### config.mk
export PLATFORM = sky130hd
export DESIGN_NAME = pipe_add_sub
export DESIGN_NICKNAME = d
export VERILOG_FILES = /design/src/rtl/pipe_add_sub_pkg.sv /design/src/rtl/pipe_add_sub_cla_seg.sv /design/src/rtl/pipe_add_sub.sv
export SDC_FILE = /design/constraint.sdc
export NUM_CORES = 1
export LEC_CHECK = 0
export BUFFER_PORTS_ARGS = -buffer_cell sky130_fd_sc_hd__buf_2
export CAP_MARGIN = 20
export CORE_MARGIN = 8
export CORE_UTILIZATION = 47
export DETAILED_ROUTE_END_ITERATION = 10
export GPL_TIMING_DRIVEN = 0
export MAX_ROUTING_LAYER = met4
export PLACE_DENSITY = 0.69
export RECOVER_POWER = 100
export SLEW_MARGIN = 20
export SYNTH_ARGS = -nofsm -noshare
export SYNTH_HDL_FRONTEND = slang
export SYNTH_SLANG_ARGS = --single-unit
### constraint.sdc
create_clock -name clk -period 6.85 [get_ports clk]
set_input_delay 0.685 -clock clk [delete_from_list [all_inputs] [get_ports clk]]
set_output_delay 0.685 -clock clk [all_outputs]
set_load 0.02 [all_outputs]
### src/rtl/pipe_add_sub_pkg.sv
// pipe_add_sub_pkg: shared constants for the segmented add/sub pipeline.
// Holds the op encoding and the bit positions inside the 4-bit flags bus.
package pipe_add_sub_pkg;

  localparam logic [1:0] OP_ADD    = 2'b00;
  localparam logic [1:0] OP_SUB    = 2'b01;
  localparam logic [1:0] OP_ADC    = 2'b10;
  localparam logic [1:0] OP_SATADD = 2'b11;

  // flags = {CF, VF, ZF, NF}
  localparam int unsigned FLAG_C = 3;
  localparam int unsigned FLAG_V = 2;
  localparam int unsigned FLAG_Z = 1;
  localparam int unsigned FLAG_N = 0;

endpackage

### src/rtl/pipe_add_sub_cla_seg.sv
// cla_seg: SEG-bit carry-lookahead adder segment.
// c_msb is the carry into the top bit, used for signed-overflow detection.
module cla_seg #(
  parameter int unsigned SEG = 16
) (
  input  logic [SEG-1:0] a,
  input  logic [SEG-1:0] b,
  input  logic           ci,
  output logic [SEG-1:0] s,
  output logic           co,
  output logic           c_msb
);

  logic [SEG-1:0] g;
  logic [SEG-1:0] p;
  logic [SEG:0]   c;

  assign g = a & b;
  assign p = a ^ b;

  // Each carry is the flattened sum-of-products over all lower generates and ci.
  always_comb begin
    logic gg;
    logic pp;
    c    = '0;
    gg   = 1'b0;
    pp   = 1'b0;
    c[0] = ci;
    for (int i = 0; i < int'(SEG); i++) begin
      gg = g[i];
      pp = p[i];
      for (int j = i - 1; j >= 0; j--) begin
        gg = gg | (pp & g[j]);
        pp = pp & p[j];
      end
      c[i+1] = gg | (pp & ci);
    end
  end

  assign s     = p ^ c[SEG-1:0];
  assign co    = c[SEG];
  assign c_msb = c[SEG-1];

endmodule

### src/rtl/pipe_add_sub.sv
// pipe_add_sub: WIDTH-bit add/sub/adc/satadd pipelined in SEG-bit segments,
// one segment per stage, with valid/ready flow control over the whole pipe.
// Define PIPE_ADD_SUB_SAT_EN to enable saturation for op=11; otherwise op=11 is ADD.
module pipe_add_sub
  import pipe_add_sub_pkg::*;
#(
  parameter int unsigned WIDTH = 32,
  parameter int unsigned SEG   = 16
) (
  input  logic             clk,
  input  logic             rst_n,
  input  logic             in_valid,
  output logic             in_ready,
  input  logic [1:0]       op,
  input  logic             cin,
  input  logic [WIDTH-1:0] A,
  input  logic [WIDTH-1:0] B,
  output logic             out_valid,
  input  logic             out_ready,
  output logic [WIDTH-1:0] sum,
  output logic [3:0]       flags
);

  localparam int unsigned STAGES = WIDTH / SEG;

  // Register bank k holds the state leaving stage k; bank STAGES-1 is the output.
  logic             v_q [STAGES];
  logic [WIDTH-1:0] a_q [STAGES];
  logic [WIDTH-1:0] b_q [STAGES];
  logic [WIDTH-1:0] r_q [STAGES];
  logic             c_q [STAGES];
  logic             z_q [STAGES];
`ifdef PIPE_ADD_SUB_SAT_EN
  logic             sat_q [STAGES];
  logic             sat_0;
`endif
  logic [3:0]       flags_q;
  logic [WIDTH-1:0] b_0;
  logic             c_0;
  logic             adv;

  assign out_valid = v_q[STAGES-1];
  assign in_ready  = !out_valid || out_ready;
  assign adv       = in_ready;
  assign sum       = r_q[STAGES-1];
  assign flags     = flags_q;

  // Stage-0 operand conditioning: SUB becomes A + ~B + 1.
  always_comb begin
    b_0 = B;
    c_0 = 1'b0;
    case (op)
      OP_SUB: begin
        b_0 = ~B;
        c_0 = 1'b1;
      end
      OP_ADC:  c_0 = cin;
      default: ;
    endcase
  end

`ifdef PIPE_ADD_SUB_SAT_EN
  assign sat_0 = (op == OP_SATADD);
`endif

  for (genvar k = 0; k < STAGES; k++) begin : g_stage
    logic             v_i, c_i, z_i;
    logic [WIDTH-1:0] a_i, b_i, r_i;
    logic [SEG-1:0]   s;
    logic             co, c_msb;
    logic [WIDTH-1:0] r_nx, r_st;
    logic             z_nx, z_st;
`ifdef PIPE_ADD_SUB_SAT_EN
    logic             sat_i;
`endif

    if (k == 0) begin : g_in
      assign v_i = in_valid;
      assign a_i = A;
      assign b_i = b_0;
      assign r_i = '0;
      assign c_i = c_0;
      assign z_i = 1'b1;
`ifdef PIPE_ADD_SUB_SAT_EN
      assign sat_i = sat_0;
`endif
    end else begin : g_in
      assign v_i = v_q[k-1];
      assign a_i = a_q[k-1];
      assign b_i = b_q[k-1];
      assign r_i = r_q[k-1];
      assign c_i = c_q[k-1];
      assign z_i = z_q[k-1];
`ifdef PIPE_ADD_SUB_SAT_EN
      assign sat_i = sat_q[k-1];
`endif
    end

    cla_seg #(
      .SEG (SEG)
    ) u_seg (
      .a     (a_i[k*SEG +: SEG]),
      .b     (b_i[k*SEG +: SEG]),
      .ci    (c_i),
      .s     (s),
      .co    (co),
      .c_msb (c_msb)
    );

    // Splice this segment into the running result and accumulate zero detect.
    always_comb begin
      r_nx              = r_i;
      r_nx[k*SEG +: SEG] = s;
      z_nx              = z_i & ~|s;
    end

    if (k == STAGES - 1) begin : g_out
      logic             vf;
      logic [WIDTH-1:0] r_fin;
      logic             z_fin;

      assign vf = c_msb ^ co;

      // Final segment: optional clamp; a clamped value is never zero.
      always_comb begin
        r_fin = r_nx;
        z_fin = z_nx;
`ifdef PIPE_ADD_SUB_SAT_EN
        if (sat_i && vf) begin
          r_fin = {a_i[WIDTH-1], {(WIDTH-1){~a_i[WIDTH-1]}}};
          z_fin = 1'b0;
        end
`endif
      end

      assign r_st = r_fin;
      assign z_st = z_fin;

      // Flags are formed once the MSB segment is known.
      always_ff @(posedge clk or negedge rst_n) begin
        if (!rst_n) begin
          flags_q <= '0;
        end else if (adv) begin
          flags_q[FLAG_C] <= co;
          flags_q[FLAG_V] <= vf;
          flags_q[FLAG_Z] <= z_fin;
          flags_q[FLAG_N] <= r_fin[WIDTH-1];
        end
      end
    end else begin : g_mid
      assign r_st = r_nx;
      assign z_st = z_nx;
    end

    // Stage register bank; whole pipe holds together when downstream stalls.
    always_ff @(posedge clk or negedge rst_n) begin
      if (!rst_n) begin
        v_q[k] <= 1'b0;
        a_q[k] <= '0;
        b_q[k] <= '0;
        r_q[k] <= '0;
        c_q[k] <= 1'b0;
        z_q[k] <= 1'b0;
`ifdef PIPE_ADD_SUB_SAT_EN
        sat_q[k] <= 1'b0;
`endif
      end else if (adv) begin
        v_q[k] <= v_i;
        a_q[k] <= a_i;
        b_q[k] <= b_i;
        r_q[k] <= r_st;
        c_q[k] <= co;
        z_q[k] <= z_st;
`ifdef PIPE_ADD_SUB_SAT_EN
        sat_q[k] <= sat_i;
`endif
      end
    end
  end

endmodule

# == After elaboration in Yosys (flattened, before gate mapping) ==
# Index checks and enable logic that the tools add are counted.
# Widths: inputs -> output; s select.
# word_totals
wordCells,812
output_inout_bits,38
input_bits,71
register_bits,120
# classes
n_reduce_logical,6
bitwise,793
eq_ne,2
mux,2
# ops
operator,n
$and 1x1->1,513
$or 1x1->1,272
$xor 16x16->16,4
$and 16x16->16,2
$mux 32,1
$not 32->32,1
$reduce_or 16->1,2
$logic_not 1->1,3
$eq 2x1->1 const B,1
$eq 2x2->1 const B,1
$pmux 1 s2,1
$logic_or 1x1->1,1
$xor 1x1->1,1

# == Longest topological paths before layout ==
# logic_depth
ltp_word,22
ltp_mapped,14

# == Cells and area by module ==
# From an unflattened synthesis, not the netlist that was laid out.
# unflattened
hier_cells,594
hier_area_um2,5188.7
# modules_own_cells
mod,cells_per_inst,area_each_um2,instances
pipe_add_sub,404,3719.8,1
cla_seg at g_stage[1].u_seg,101,755.7,1
cla_seg at g_stage[0].u_seg,89,713.2,1

# == Worst setup path after synthesis ==
# Ideal clock, no wire load.
# synth_path
path_type,input to register
start,input port op[1]
end,"register z_q, in the netlist g_stage[1].z_i"
path_stages,14
setup_time_ns,0.092
n_path_buf,3
path_slack_ns,3.396
t_arrival_ns,3.362
cell_sequence,inv_1 ha_1 buf_2 buf_1 xor2_1 ha_1 buf_6 a211oi_2 o221ai_1 a31o_2 a221oi_2 xor2_1 nand4_1 o31ai_2
# synth_between
elab_chain_cells,22
word_cells_on_any_way,354
# synth_lines
item,line,source
"start, declared",pipe_add_sub.sv:14,"input logic [1:0] op,"
$eq 2x1->1,pipe_add_sub.sv:52,case (op)
$mux 32,pipe_add_sub.sv:52,
$xor 16x16->16 or $and 16x16->16 (tied branches),"pipe_add_sub_cla_seg.sv:19, pipe_add_sub_cla_seg.sv:18",
"$and 1x1->1, on equally long branches","pipe_add_sub_cla_seg.sv:33, pipe_add_sub_cla_seg.sv:34",
$or 1x1->1 (tied with other cells) (13 in series),pipe_add_sub_cla_seg.sv:33,gg = gg | (pp & g[j]);
$or 1x1->1 or $and 1x1->1 (tied branches),"pipe_add_sub_cla_seg.sv:33, pipe_add_sub_cla_seg.sv:36",
$or 1x1->1,pipe_add_sub_cla_seg.sv:36,c[i+1] = gg | (pp & ci);
$xor 16x16->16 *,pipe_add_sub_cla_seg.sv:40,assign s = p ^ c[SEG-1:0];
$reduce_or 16->1 *,pipe_add_sub.sv:114,z_nx = z_i & ~|s;
$logic_not 1->1 *,pipe_add_sub.sv:114,
"end signal, assigned by index",pipe_add_sub.sv:173,z_q[k] <= z_st;
"end, declared",pipe_add_sub.sv:32,logic z_q [STAGES];
# Every way passes the cells marked *; elsewhere a longest branch is shown, timed or not.
# A chain may end at the register's enable or synchronous reset.

==> out/qor.yml <==
timing:
  finalCriticalPeriod_ns: 4.308
  tns_ns: 0
  tightest_slew_ns: 2.924
  maxSlewViolCount: 90
  finalHoldViolCount: 0
  max_freq_mhz: 232.1
  min_period_over_period: 0.6289
  finalClockSkew_ns: 0.008829
  grt_setup_unrepaired: "no"
  setup_viol: 0
  slew_headroom: -0.9495
critical_path:
  worstReg2RegStart: "g_stage[1].b_i[22]"
  endpoint_kind: "asynchronous set/reset pin"
  critPathBufInv: 2
  crit_path_max_fanout: 56
  crit_start: "rst_n"
  arrival_ns: 4.12
  slowest_stage: "clkbuf_1"
  critPathMaxStageDelay_ns: 2.15
  worstPathRequired_ns: 6.66
  critPathKind: "in -> async"
  cp_top_family: "buffers and inverters"
  cp_common_cell: "clkbuf_1"
  path_cells: "clkbuf_1 > clkbuf_1"
  start_kind: "input pin"
synthesis:
  synth-seq-cells: 87
  synth_compound_area_frac: 0.1621
  synth-warning-count: 0
  synth_ff_type: "dfrtp_1"
  synth_top_family_by_area: "simple AND/OR/NAND/NOR gates"
  syn_inst: 599
  yosysSeqAreaShare: 0.4113
  synth_mux_area_frac: 0.006381
  synth_cell_types: 60
  synth_xor_area_frac: 0.09100
  synthAdderAreaFrac: 0.09265
  synthSimpleGateAreaFrac: 0.2092
  syn_nets: 708
  synth-edff-count: 0
  netlist_area_mm2: 0.005294
  synth_area_per_cell_um2: 8.838
  synth_top_area_share: 0.4113
  yosysTopAreaCell: "dfrtp_1"
  synth_area_leaders: "dfrtp_1, nand2_1, ha_1"
  synthArstFlopShare: 1.000
route:
  wl_per_cell_um: 16.43
  ant_nets: 0
  m1WireLength_um: 6328
  vias: 4686
  drcViolationCount: 0
  first_pass_iters: 5
  drt_wl_total_um: 14200
  dr.max_layer_used: "met4"
  dr_wl_met3_um: 769
  vias_per_cell: 5.424
  met2WireLength_um: 6855
  first_iter_violations: 296
final_layout:
  final_core_util: 0.5697
  num-fill-cells: 1038
  multi_input_area_mm2: 0.002955
  syn_to_final_growth_pct: 17.68
  layout_commonest_cell: "nand2_1"
  nets: 828
  layout-drive-gt1-share: 0.1409
  register_area_mm2: 0.002177
  antennaDiodeCount: 0
  fin_area_mm2: 0.006230
  final_cell_mix: "nand2_1, dfrtp_1, buf_2"
grt:
  antenna_found_initial: 0
  grt_start_max_net_pins: 57
  grt_usage: 0.1989
  grt_overflow: 0
  grt_pass1_vias: 4831
  grt_pass1_wl_um: 23210
placement:
  portBuffers: 108
  finalWeightedCongestion: 0.9585
  place_area_mm2: 0.006040
  hpwl_um: 10850
status:
  outcome: "finished with violations"
  violations: "capacitance limit, slew limit"
hold_path:
  worstHoldStart: "g_stage[1].v_i"
  min_path_type: "reg -> reg"
floorplan:
  rows: 38
  coreArea_mm2: 0.01094
  initial_core_util: 0.4841
  fp.dieArea_mm2: 0.01492
  fp.dieW_um: 122.1
  die-height_um: 122.1
  ios: 109
cts:
  cts_tree: "yes"
  cts_hold_buf: 0
  clockBufferDepth: 2
  cts_buffers: 9
  clock_latency_ns: 0.34
  root_buffer: "clkbuf_16"
  cts.clk_slew.worst_paths_ns: 0.07
  htreeDepth: 3
  cts_resized: 0
  clock_sinks: 87
  post-cts-setup-buffer-count: 0
power_and_ir_drop:
  seq_power_share: 0.372
  pwr-share-comb: 0.396
  max-vdd-ir-drop_uv: 157.5
  powerDensity_mw_per_mm2: 321.0
  p_switching_mw: 0.7990
  power_leakage_nw: 2.977
  switching_share: 0.3995
  pwr-share-clk: 0.232
  p_int_mw: 1.201
run:
  drv_cap: 2
[registers in the layout, indices dropped and copies added (netlist names)]
name / cells
g_stage.v_i: 1
g_stage.a_i: 16
g_stage.z_i: 1
flags: 4
g_stage.b_i: 16
g_stage.c_i: 1
sum: 31
out_valid: 1
g_stage.r_i: 16
[area by class of cell]
class	count	share of cell area
Buffer	25	0.01687
Clock buffer	10	0.03836
Clock inverter	6	0.007431
Inverter	10	0.006025
Multi-Input combinational cell	477	0.4744
Sequential cell	87	0.3495
Tap cell	140	0.02812
Timing Repair Buffer	109	0.07933
[synth_stat cells, types with 2 or more instances]
master and n:
inv_1 9, nand2_1 163, xor2_1 31, a221oi_2 2, nor2b_1 3, nand2b_1 4, a21oi_1 26, ha_1 36
o31ai_1 6, o211ai_1 9, o21ai_0 38, clkbuf_1 15, a21o_1 8, o31ai_2 2, and2_1 2, and4_1 2
or3_1 2, buf_1 6, a211o_1 5, o2111a_1 2, dfrtp_1 87, o21a_1 7, and3_1 7, nor2_1 29
a31oi_1 7, fa_1 2, mux2_2 3, nor4_1 2, buf_2 2, a211oi_1 2, nor3_1 11, xnor2_1 24
o21ai_1 2, nand4_1 7, nand3_1 11
[cell families after synthesis]
| family | after synthesis |
|---|---|
| buffers and inverters | 35 |
| adder cells (fa/ha/maj) | 38 |
| AO/OA/AOI/OAI | 128 |
| AND/OR/NAND/NOR | 253 |
| XOR/XNOR | 55 |
| flip-flops | 87 |
| multiplexers | 3 |
[metal layers]
metal	up-vias	GRT usage
met5	-	-
met4	0	0.06626
met3	22	0.03563
met2	134	0.3235
met1	2215	0.2451
li1	2315	-
[worst paths after layout]
check,endpoint,slack [ns],cells past startpoint
max reg2reg,flags[0],4.11,8
min,g_stage[1].v_i,0.47,2
max in group clk,g_stage[1].z_i,2.72,14
max,sum[22],2.54,2
min in group asynchronous,g_stage[1].b_i[29],0.80,1
min reg2reg,g_stage[1].v_i,0.47,2
[metrics by stage]
stage / setup WS, ns / std cells / hold slack [ns] / total power [mW]
3_5_place_dp: 2.674 / 848 / 0.4573 / 1.572
6_report: 2.542 / 864 / 0.4728 / 2.000
5_1_grt: 1.626 / 864 / 0.4845 / 2.136
3_3_place_gp: 2.757 / 847 / 0.4437 / 1.546
4_1_cts: 3.024 / 864 / 0.2929 / 2.040
2_1_floorplan: 3.396 / 599 / 0.3894 / 1.303
[power by group through the flow]
stage,sequential [mW],combinational [mW],clock (mW)
3_3_place_gp,0.747,0.799,0
5_1_grt,0.761,0.878,0.497
6_report,0.745,0.792,0.463
4_1_cts,0.742,0.826,0.472
2_1_floorplan,0.835,0.469,0
3_5_place_dp,0.751,0.821,0
(Power assumes the default switching activity.)
